**config.mk**
```make
export PLATFORM = sky130hd
export DESIGN_NAME = rp_8bit_bd_arb
export DESIGN_NICKNAME = d
export VERILOG_FILES = /design/src/rtl/rp_8bit_pkg.sv /design/src/rtl/rp_8bit_bd_arb.sv
export SDC_FILE = /design/constraint.sdc
export NUM_CORES = 1
export LEC_CHECK = 0
export BUFFER_PORTS_ARGS = -buffer_cell sky130_fd_sc_hd__buf_2
export CORE_MARGIN = 5
export CORE_UTILIZATION = 25
export CTS_BUF_LIST = sky130_fd_sc_hd__clkbuf_4 sky130_fd_sc_hd__clkbuf_8
export DETAILED_ROUTE_END_ITERATION = 8
export GPL_ROUTABILITY_DRIVEN = 0
export PLACE_DENSITY = 0.87
export SYNTH_ARGS = -nofsm -noshare
export SYNTH_HDL_FRONTEND = slang
export SYNTH_SLANG_ARGS = --single-unit
```
**constraint.sdc**
```tcl
create_clock -name clk -period 1.4 [get_ports clk]
set_clock_uncertainty 0.2 [all_clocks]
set_input_delay 0.28 -clock clk [delete_from_list [all_inputs] [get_ports clk]]
set_output_delay 0.28 -clock clk [all_outputs]
set_load 0.1 [all_outputs]
```
**src/rtl/rp_8bit_pkg.sv**
```systemverilog
// Shared types for the 8-bit data-bus arbiter slice: owner state encoding and
// the default data-bus address width.
package rp_8bit_pkg;

  localparam int unsigned DAW_DEFAULT = 13;

  typedef enum logic [1:0] {
    IDLE = 2'd0,
    G0   = 2'd1,
    G1   = 2'd2
  } owner_e;

endpackage

```
**src/rtl/rp_8bit_bd_arb.sv**
```systemverilog
// Two-master (m0 = CPU, m1 = DMA/debug) arbiter for a single-port 8-bit memory.
// Optional m1 bus lock is compiled in with RP_BD_ARB_LOCK_EN.
module rp_8bit_bd_arb
  import rp_8bit_pkg::*;
#(
  parameter int unsigned DAW = DAW_DEFAULT,
  parameter int unsigned MLK = 4
) (
  input  logic           clk,
  input  logic           rst,
  input  logic           m0_req,
  input  logic           m0_wen,
  input  logic [DAW-1:0] m0_adr,
  input  logic [7:0]     m0_wdt,
  output logic [7:0]     m0_rdt,
  output logic           m0_ack,
  input  logic           m1_req,
  input  logic           m1_wen,
  input  logic [DAW-1:0] m1_adr,
  input  logic [7:0]     m1_wdt,
`ifdef RP_BD_ARB_LOCK_EN
  input  logic           m1_lck,
`endif
  output logic [7:0]     m1_rdt,
  output logic           m1_ack,
  output logic           mem_ena,
  output logic           mem_wen,
  output logic [DAW-1:0] mem_adr,
  output logic [7:0]     mem_wdt,
  input  logic [7:0]     mem_rdt
);

  if (MLK < 1 || MLK > 255) begin : g_mlk_range
    $error("rp_8bit_bd_arb: MLK must be in 1..255");
  end

  owner_e state_r;
  owner_e state_nxt_s;
  logic   wen_last_r;
  logic   m0_elig_s;
  logic   m1_elig_s;
  logic   gnt0_s;
  logic   gnt1_s;

  // Acks decode the last-cycle grant; masking with rst drops an ack whose access straddles reset entry.
  assign m0_ack = (state_r == G0) & rst;
  assign m1_ack = (state_r == G1) & rst;
  assign m0_rdt = (m0_ack && !wen_last_r) ? mem_rdt : 8'h00;
  assign m1_rdt = (m1_ack && !wen_last_r) ? mem_rdt : 8'h00;

`ifdef RP_BD_ARB_LOCK_EN
  localparam logic [7:0] MLK_C = 8'(MLK);

  logic       lock_r;
  logic       block_r;
  logic [7:0] cnt_r;
  logic [7:0] cnt_inc_s;
  logic       block_eff_s;

  // The m0 grant owed after a forced release has completed once m0 acks.
  assign block_eff_s = block_r & ~m0_ack;
  assign cnt_inc_s   = (lock_r ? cnt_r : 8'd0) + 8'd1;
  assign m0_elig_s   = rst & m0_req & ~m0_ack & ~lock_r;

  // Lock state: set by a locked m1 grant, released by m1_lck=0 or after MLK grants.
  always_ff @(posedge clk) begin
    if (!rst) begin
      lock_r  <= 1'b0;
      block_r <= 1'b0;
      cnt_r   <= 8'd0;
    end else begin
      block_r <= block_eff_s;
      if (!m1_lck) begin
        lock_r <= 1'b0;
        cnt_r  <= 8'd0;
      end else if (gnt1_s && !block_eff_s) begin
        if (cnt_inc_s >= MLK_C) begin
          lock_r  <= 1'b0;
          cnt_r   <= 8'd0;
          block_r <= 1'b1;
        end else begin
          lock_r <= 1'b1;
          cnt_r  <= cnt_inc_s;
        end
      end else begin
        lock_r <= lock_r;
        cnt_r  <= cnt_r;
      end
    end
  end
`else
  assign m0_elig_s = rst & m0_req & ~m0_ack;
`endif

  assign m1_elig_s = rst & m1_req & ~m1_ack;
  assign gnt0_s    = m0_elig_s;
  assign gnt1_s    = m1_elig_s & ~m0_elig_s;

  // Owner state register: remembers who was granted last cycle and whether it wrote.
  always_ff @(posedge clk) begin
    if (!rst) begin
      state_r    <= IDLE;
      wen_last_r <= 1'b0;
    end else begin
      state_r    <= state_nxt_s;
      wen_last_r <= mem_wen;
    end
  end

  // Next owner is simply this cycle's winner.
  always_comb begin
    state_nxt_s = IDLE;
    if (gnt0_s) begin
      state_nxt_s = G0;
    end else if (gnt1_s) begin
      state_nxt_s = G1;
    end else begin
      state_nxt_s = IDLE;
    end
  end

  // Memory port muxes the winner's request straight through.
  always_comb begin
    mem_ena = 1'b0;
    mem_wen = 1'b0;
    mem_adr = '0;
    mem_wdt = 8'h00;
    if (gnt0_s) begin
      mem_ena = 1'b1;
      mem_wen = m0_wen;
      mem_adr = m0_adr;
      mem_wdt = m0_wdt;
    end else if (gnt1_s) begin
      mem_ena = 1'b1;
      mem_wen = m1_wen;
      mem_adr = m1_adr;
      mem_wdt = m1_wdt;
    end else begin
      mem_ena = 1'b0;
    end
  end

endmodule
```
==> summary.txt, run 1 <==
Run status
  • Result of the run: aborted with a tool error
  • Stage reached: 4_1_cts
  • Error message: [ERROR DPL-0038] Utilization greater than 100%, impossible to legalize

Synth
  • Net Count, Synth: 119
  • Number of unique standard cell types used by synthesis: 17
  • Netlist Area Pre-Place: about 550 µm²
  • Ranking of synthesized cells by area: sky130_fd_sc_hd__a32o_1 (42%), sky130_fd_sc_hd__and2_1 (22%), sky130_fd_sc_hd__dfxtp_1 (11%)
  • Synthesized netlist cell count: 63
  • Share of synthesized area occupied by flip-flops and latches: 10.93%
  • Syn Area/Cell: 8.719 µm²
  • Area leader, netlist: sky130_fd_sc_hd__a32o_1
  • Flip-flop and latch count after synthesis: 3
  • Share of the synthesized area in the top cell type: 41.91%
  • Yosys warns: 0

Floorplan
  • Initial core utilization: 25.57%
  • Die H: 56.88 µm
  • Die span in x: 56.88 µm
  • Number of ports placed on the die boundary: 97
  • Site Rows: 17

Clock tree
  • Number of CTS-inserted buffers: 3
  • Maximum clock insertion buffer count: 2
  • Number of buffers added for setup after CTS: 4
  • Hold buffer count at CTS: 0
  • Number of H-tree levels: 1
  • Clock Root Buffer: sky130_fd_sc_hd__clkbuf_4
  • Resize count post-CTS: 12
  • Number of clock sinks seen by CTS: 3

Place
  • # placed instances: ~190
  • Total of buffers placed on input and output ports: 96
  • Post-DP Area: 0.002028 mm²
  • Pre-CTS setup slack: -0.8191 ns
  • Hpwl dp: approximately 4200 µm
-- cell families after synthesis --
| group | Yosys count | share of synthesized area (%) |
|---|---|---|
| DFF | 3 | 10.93 |
| AOI/OAI and AO/OA | 25 | 44.88 |
| and+or+nand+nor | 26 | 31.89 |
| buffers and inverters | 9 | 12.30 |
-- cell usage after synthesis (all sizes together) --
library cell	number
clkbuf	1
nor2	1
nand2b	1
inv	1
a32o	23
nor3b	1
dfxtp	3
and3	1
and2	19
nor2b	1
o21ai	1
nand2	1
buf	7
nor3	1
o21bai	1
-- through the flow --
stage | util, % | TNS [ns]
3_5_place_dp | 94.41 | -26.48
2_1_floorplan | - | -11.06
3_3_place_gp | 94.41 | -21.02
==> inputs of run 2 (changes only) <==
Settings changed: CORE_AREA set to 5 5 66 68, CORE_MARGIN 5 to unset, CORE_UTILIZATION 25 to unset, CTS_BUF_LIST sky130_fd_sc_hd__clkbuf_4 sky130_fd_sc_hd__clkbuf_8 to unset, DIE_AREA set to 0 0 71 73, PLACE_DENSITY 0.87 to unset, PLACE_DENSITY_LB_ADDON set to 0.15.
Clock period 1.4 ns to 1.8 ns, I/O delays scaled along.
==> run 2 against run 1 <==
Against the previous run:
- the flow now finishes, with violations (negative setup slack)
- synthesized cell count unchanged
- area after synthesis unchanged
==> summary.txt, run 2 <==
Layout
  • Layout net count: 219
  • Diodes inserted: 0
  • Number of flip-flops in the largest register: 2
  • Register with the most flip-flops: state_r
  • Commonest non-fill, non-tap cell in the layout: sky130_fd_sc_hd__buf_2
  • Leading cell types in the layout, fill and taps excluded: sky130_fd_sc_hd__buf_2 (55), sky130_fd_sc_hd__buf_12 (43), sky130_fd_sc_hd__a32o_2 (20)
  • Area growth from synthesis to layout: 245.6%
  • Largest registers: state_r: 2 flops, wen_last_r: 1 flops
  • Fraction of final layout cells with drive strength greater than 1: a little over nine tenths
  • Final core utilization: 49.97%

Min path
  • Min-Delay Startpoint: m0_wen
  • Hold endpoint: wen_last_r$_SDFF_PN0_
  • Count of cells along the worst hold path: 2
  • Min-delay worst type: in -> reg

Synth
  • Area leader, netlist: sky130_fd_sc_hd__a32o_1
  • Yosys warns: 0
  • Number of enable flip-flop cells after synthesis: 0
  • Most frequent cell after synthesis: sky130_fd_sc_hd__a32o_1
  • Flip-flop and latch count after synthesis: 3
  • Netlist Area Pre-Place: roughly 550 µm²
  • Share of synthesized area occupied by flip-flops and latches: around 11%
  • Number of unique standard cell types used by synthesis: 17
  • Net Count, Synth: 119
  • Synthesized netlist cell count: 63
  • Share of the synthesized area in the top cell type: 41.91%
  • Asr flop ratio synth: 0%
  • Most instantiated flip-flop cell in the synthesis netlist: sky130_fd_sc_hd__dfxtp_1
  • Ranking of synthesized cells by area: sky130_fd_sc_hd__a32o_1 (42%), sky130_fd_sc_hd__and2_1 (22%), sky130_fd_sc_hd__dfxtp_1 (11%)
  • Syn Area/Cell: 8.719 µm²
  • Commonest cells in the netlist: sky130_fd_sc_hd__a32o_1 (23), sky130_fd_sc_hd__and2_1 (19), sky130_fd_sc_hd__buf_6 (3), sky130_fd_sc_hd__dfxtp_1 (3)

STA
  • Max Transition Viols Final: 0
  • Final-report setup violation count: 39
  • Final hold violations: 0
  • Actual slew at the worst max-slew pin: roughly 0.17 ns
  • Achievable Freq: 0.5091 GHz
  • Smallest hold slack: 0.1895 ns
  • Rel. slew slack: 88.46%
  • Fin crit period: 1.964 ns
  • RSZ-0062 raised after global routing: true
  • Sum of negative setup slack: -5.009 ns
  • Fin crit share: 109.1%
  • Fin worst setup slack: -0.1641 ns

Detailed routing
  • Mean number of vias per cell: 4.429
  • Detailed Routing Iterations Pass 1: 4
  • Number of nets still failing antenna checks after routing: 0
  • Total vias in the final route: approximately 940
  • DRC: 0
  • DR WL/cell: 14.50 µm
  • DR iter-0 viols: 20
  • Total Wirelength: roughly 3000 µm

Setup path
  • CP dominant cell by count: sky130_fd_sc_hd__buf_12
  • Kind of end point of the critical path: output pin
  • Slowest stage delay, CP: 0.31 ns
  • Cell-by-cell trace of the critical path: nor2b_4 > o21ai_2 > buf_12 > a32o_4 > buf_12
  • Buffers and inverters on the worst path: 2
  • Arrival time of data at the critical path endpoint: 1.40 ns
  • Launching element type of the critical path: flip-flop
  • CP max FO: 24
  • Critical Path Slowest Stage Cell: sky130_fd_sc_hd__dfxtp_2
  • Worst Path Class, Setup: reg -> out
  • Capture instance of the worst register-to-register path: wen_last_r$_SDFF_PN0_
  • Register-to-register setup slack: between 0.5 and 0.6 ns
  • Reg2reg path depth: 4
  • Largest delay share family, worst path: compound AO/OA/AOI/OAI gates
  • Required time at the endpoint of the critical path: 1.24 ns
  • Launching point of the worst reg2reg path: state_r[1]$_SDFF_PP0_

Floorplan
  • Site Rows: 23
  • Die H: 73 µm
  • Number of ports placed on the die boundary: 97
  • Die span in x: between 70 and 80 µm
  • Standard cell core area: 0.003799 mm²
  • Initial core utilization: 14.46%
  • Full die area: between 0.005 and 0.006 mm²

Run status
  • Failing checks: negative setup slack
  • Result of the run: finished, violations left

Clock tree
  • Clock Root Buffer: sky130_fd_sc_hd__clkbuf_8
  • Worst-skew pair later-pin latency: roughly 0.21 ns
  • Number of H-tree levels: 1
  • Number of clock sinks seen by CTS: 3
  • Number of CTS-inserted buffers: 3
  • TritonCTS clock tree: built
  • Hold buffer count at CTS: 0
  • Maximum clock insertion buffer count: 2
  • Worst-path clk slew: 0.03 ns

Job
  • Max capacitance violation total: 0

Power and ir drop
  • Leakage power: approximately 0.93 nW
  • Pwr per Cell Area: ~530 mW/mm²
  • Maximum resistive drop on vdd: roughly 0.00027 V

Place
  • Pre-CTS setup slack: -0.06385 ns
  • Hpwl dp: 2519 µm
  • Total of buffers placed on input and output ports: 96

Global routing
  • Number of global-route vias before repair: 1,022
  • Maximum number of pins on one net before global-route repair: 25
  • Remaining Overflow, GRT: 0
  • First-pass GRT wire length: 4850 µm
  • Total global-route track usage: 11.72%
  • Initial antenna violation count: 0
## run 2: metal layers
layer	wire length [µm]	vias to the layer above	GRT usage [%]
met2	1432	64	18.64
met4	41	0	5.010
met3	406	2	5.096
met1	1193	417	13.75
li1	-	456	-
met5	0	-	0
## run 2: cell type report
| type | count | area, µm² |
|---|---|---|
| Fill cell | 345 | 1901 |
| Clock buffer | 4 | 45.04 |
| Tap cell | 50 | 62.56 |
| Timing Repair Buffer | 102 | 1170 |
| Multi-Input combinational cell | 52 | 554.3 |
| Inverter | 1 | 3.754 |
| Sequential cell | 3 | 62.56 |
## run 2: how the worst max path moves through the flow
stage	start	endpoint	slack [ns]	cells past startpoint
4_1_cts	state_r[1]$_SDFF_PP0_	mem_adr[9]	-0.16	5
5_1_grt	state_r[1]$_SDFF_PP0_	mem_adr[9]	-0.23	5
3_3_place_gp	rst	mem_adr[9]	-0.06	5
2_1_floorplan	state_r[0]$_SDFF_PN0_	mem_ena	-0.18	3
3_5_place_dp	rst	mem_adr[9]	-0.06	5
6_report	state_r[1]$_SDFF_PP0_	mem_wdt[6]	-0.16	5
## run 2: logic make-up after synthesis
| group | count (synthesis) | synth area share (%) |
|---|---|---|
| AO/OA/AOI/OAI | 25 | 44.88 |
| flip-flops | 3 | 10.93 |
| AND/OR/NAND/NOR | 26 | 31.89 |
| buffers and inverters | 9 | 12.30 |
## run 2: power by group
group / switching, mW / internal (mW)
logic: 0.446 / 0.285
clock network: 0.0420 / 0.151
registers: 0.00452 / 0.0716
## run 2: metrics by stage
step | std cells | power [mW] | instance area [µm²]
final | 212 | 1.000 | 1898
after global routing | 212 | 1.038 | 1898
after CTS | 211 | 1.001 | 1867
after detailed placement | 206 | 0.7935 | 1792
after global placement | 206 | 0.7883 | 1792
after floorplan | 63 | 0.5125 | 634.4
## run 2: repair_timing
action / CTS / global route
resized for setup: 12 / 11
buffers inserted: 0 / 1
endpoints found under the setup margin: 40 / 39
cloned: 1 / 0
pin swaps: 10 / 10
(Power assumes the default switching activity.)
==> inputs of run 3 (changes only) <==
Clock period 1.8 ns to 2.1 ns, I/O delays scaled along.
==> run 3 against run 2 <==
Against the previous run:
- the flow now finishes without violations
- via count grew 1.3%
- clock power shrank 12%
- sequential share of layout area grew 0.16 points
- cell area shrank 4.7%
- routed wire length shrank 0.75%
- hold slack gained 0.070 ns
- critical path type unchanged
- largest cell class unchanged
==> summary.txt, run 3 (synthesis results as in run 2) <==
Clock tree
  • TritonCTS clock tree: built
  • Clock Root Buffer: sky130_fd_sc_hd__clkbuf_8
  • Hold buffer count at CTS: 0
  • Number of clock sinks seen by CTS: 3
  • Number of CTS-inserted buffers: 3
  • Worst-skew pair later-pin latency: ~0.22 ns
  • Number of H-tree levels: 1
  • Maximum clock insertion buffer count: 2
  • Worst-path clk slew: 0.03 ns
  • Number of buffers added for setup after CTS: 0

Power and ir drop
  • Share of power burned in combinational logic: 72.2%
  • Leakage power: 0.9129 nW
  • Switching part of the total power: 49.89%
  • Pwr per Cell Area: 466.2 mW/mm²
  • Power after layout: 0.8435 mW
  • Internal power component: 0.4226 mW
  • Share of total power in the clock network: approximately a fifth
  • Sequential fraction of design power: 7.7%
  • Maximum resistive drop on vdd: 0.0002268 V
  • Switching component of the power: 0.4208 mW

Layout
  • Final core utilization: a little under half
  • Number of flip-flops in the largest register: 2
  • Largest registers: state_r: 2 flops, wen_last_r: 1 flops
  • Area growth from synthesis to layout: 229.4%
  • Fillers: 364
  • Non-filler cells, final: 209
  • Multi-input gate area: 506.7 µm²
  • Commonest non-fill, non-tap cell in the layout: sky130_fd_sc_hd__buf_2
  • Final design instance area without fill: 0.001809 mm²
  • Register with the most flip-flops: state_r
  • Sequential Area: 62.56 µm²
  • Layout net count: 216
  • Diodes inserted: 0
  • Fraction of final layout cells with drive strength greater than 1: 94.97%
  • Leading cell types in the layout, fill and taps excluded: sky130_fd_sc_hd__buf_2 (56), sky130_fd_sc_hd__buf_12 (42), sky130_fd_sc_hd__a32o_2 (22)

Floorplan
  • Standard cell core area: between 0.003 and 0.004 mm²
  • Site Rows: 23
  • Die span in x: about 71 µm
  • Initial core utilization: 14.46%
  • Die H: between 70 and 80 µm
  • Number of ports placed on the die boundary: 97
  • Full die area: between 0.005 and 0.006 mm²

Min path
  • Min-delay worst type: in -> reg
  • Hold endpoint: wen_last_r$_SDFF_PN0_
  • Min-Delay Startpoint: m0_wen
  • Count of cells along the worst hold path: 2

Detailed routing
  • Total Wirelength: 3051 µm
  • Total vias in the final route: 951
  • Mean number of vias per cell: 4.550
  • Detailed Routing Iterations Pass 1: 2
  • DR WL/cell: 14.60 µm
  • DRC: 0
  • Number of nets still failing antenna checks after routing: 0
  • DR iter-0 viols: 18

Place
  • Hpwl dp: 2498 µm
  • Total of buffers placed on input and output ports: 96
  • Post-DP Area: 0.001739 mm²
  • Pre-CTS setup slack: roughly 0.08 ns
  • # placed instances: 204

STA
  • Sum of negative setup slack: 0 ns
  • Fin crit period: roughly 2 ns
  • Smallest hold slack: 0.2595 ns
  • Achievable Freq: ~0.5 GHz
  • Final hold violations: 0
  • Fin crit share: a little over nine tenths
  • Actual slew at the worst max-slew pin: 0.4881 ns
  • RSZ-0062 raised after global routing: true
  • Final-report setup violation count: 0
  • Max Transition Viols Final: 0
  • Rel. slew slack: between 60% and 70%
  • Fin worst setup slack: 0.07507 ns

Global routing
  • Initial antenna violation count: 0
  • Number of global-route vias before repair: ~1,000
  • Remaining Overflow, GRT: 0
  • First-pass GRT wire length: 4581 µm
  • Total global-route track usage: 10.96%
  • Maximum number of pins on one net before global-route repair: 26

Setup path
  • Launching point of the worst reg2reg path: state_r[1]$_SDFF_PP0_
  • Required time at the endpoint of the critical path: 1.48 ns
  • Reg2reg path depth: 3
  • Launching element type of the critical path: flip-flop
  • Worst Path Class, Setup: reg -> out
  • Arrival time of data at the critical path endpoint: about 1.4 ns
  • CP max FO: 12
  • Register-to-register setup slack: roughly 0.8 ns
  • Kind of end point of the critical path: output pin
  • Capture instance of the worst register-to-register path: wen_last_r$_SDFF_PN0_

Run status
  • Result of the run: completed

Job
  • Max capacitance violation total: 0
==> run 3: how the worst max path moves through the flow <==
stage / slack, ns / from / to / depth (start not counted)
6_report: 0.08 / state_r[1]$_SDFF_PP0_ / mem_adr[0] / 4
5_1_grt: -0.01 / state_r[1]$_SDFF_PP0_ / m1_rdt[5] / 4
4_1_cts: 0.02 / state_r[1]$_SDFF_PP0_ / mem_wdt[2] / 4
3_5_place_dp: 0.08 / rst / m1_rdt[5] / 5
3_3_place_gp: 0.14 / rst / m1_rdt[3] / 5
2_1_floorplan: 0.06 / state_r[0]$_SDFF_PN0_ / mem_ena / 3
==> run 3: critical path, stage by stage (launching register included) <==
cell                       delay, ns
sky130_fd_sc_hd__dfxtp_2        0.31
sky130_fd_sc_hd__nand2b_4       0.15
sky130_fd_sc_hd__and3_2         0.34
sky130_fd_sc_hd__a32o_2         0.20
sky130_fd_sc_hd__buf_12         0.18
==> run 3: power by group through the flow <==
stage	combinational, mW	clock, mW	sequential, mW
6_report	0.609	0.170	0.0648
5_1_grt	0.631	0.175	0.0653
4_1_cts	0.610	0.173	0.0639
3_5_place_dp	0.608	0	0.0641
3_3_place_gp	0.604	0	0.0640
2_1_floorplan	0.371	0	0.0637
==> run 3: per-layer routing <==
layer	up-vias	track usage (%)	share of wire [%]
met5	-	0	0
met1	427	11.79	36
met3	4	3.994	13
li1	449	-	-
met2	71	18.85	49
met4	0	5.637	1.6
==> run 3: timing repair <==
action	4_1_cts	5_1_grt
pin swaps	0	2
endpoints found under the hold margin	0	0
resized for setup	2	4
gates cloned	0	1
endpoints found under the setup margin	30	31
==> run 3: final cells by class <==
type / instances / area share (%)
repair buffers: 99 / 62.38
flip-flops and latches: 3 / 3.458
well taps: 50 / 3.458
clock buffers: 4 / 2.490
multi-input cells: 52 / 28.01
inverters: 1 / 0.2075
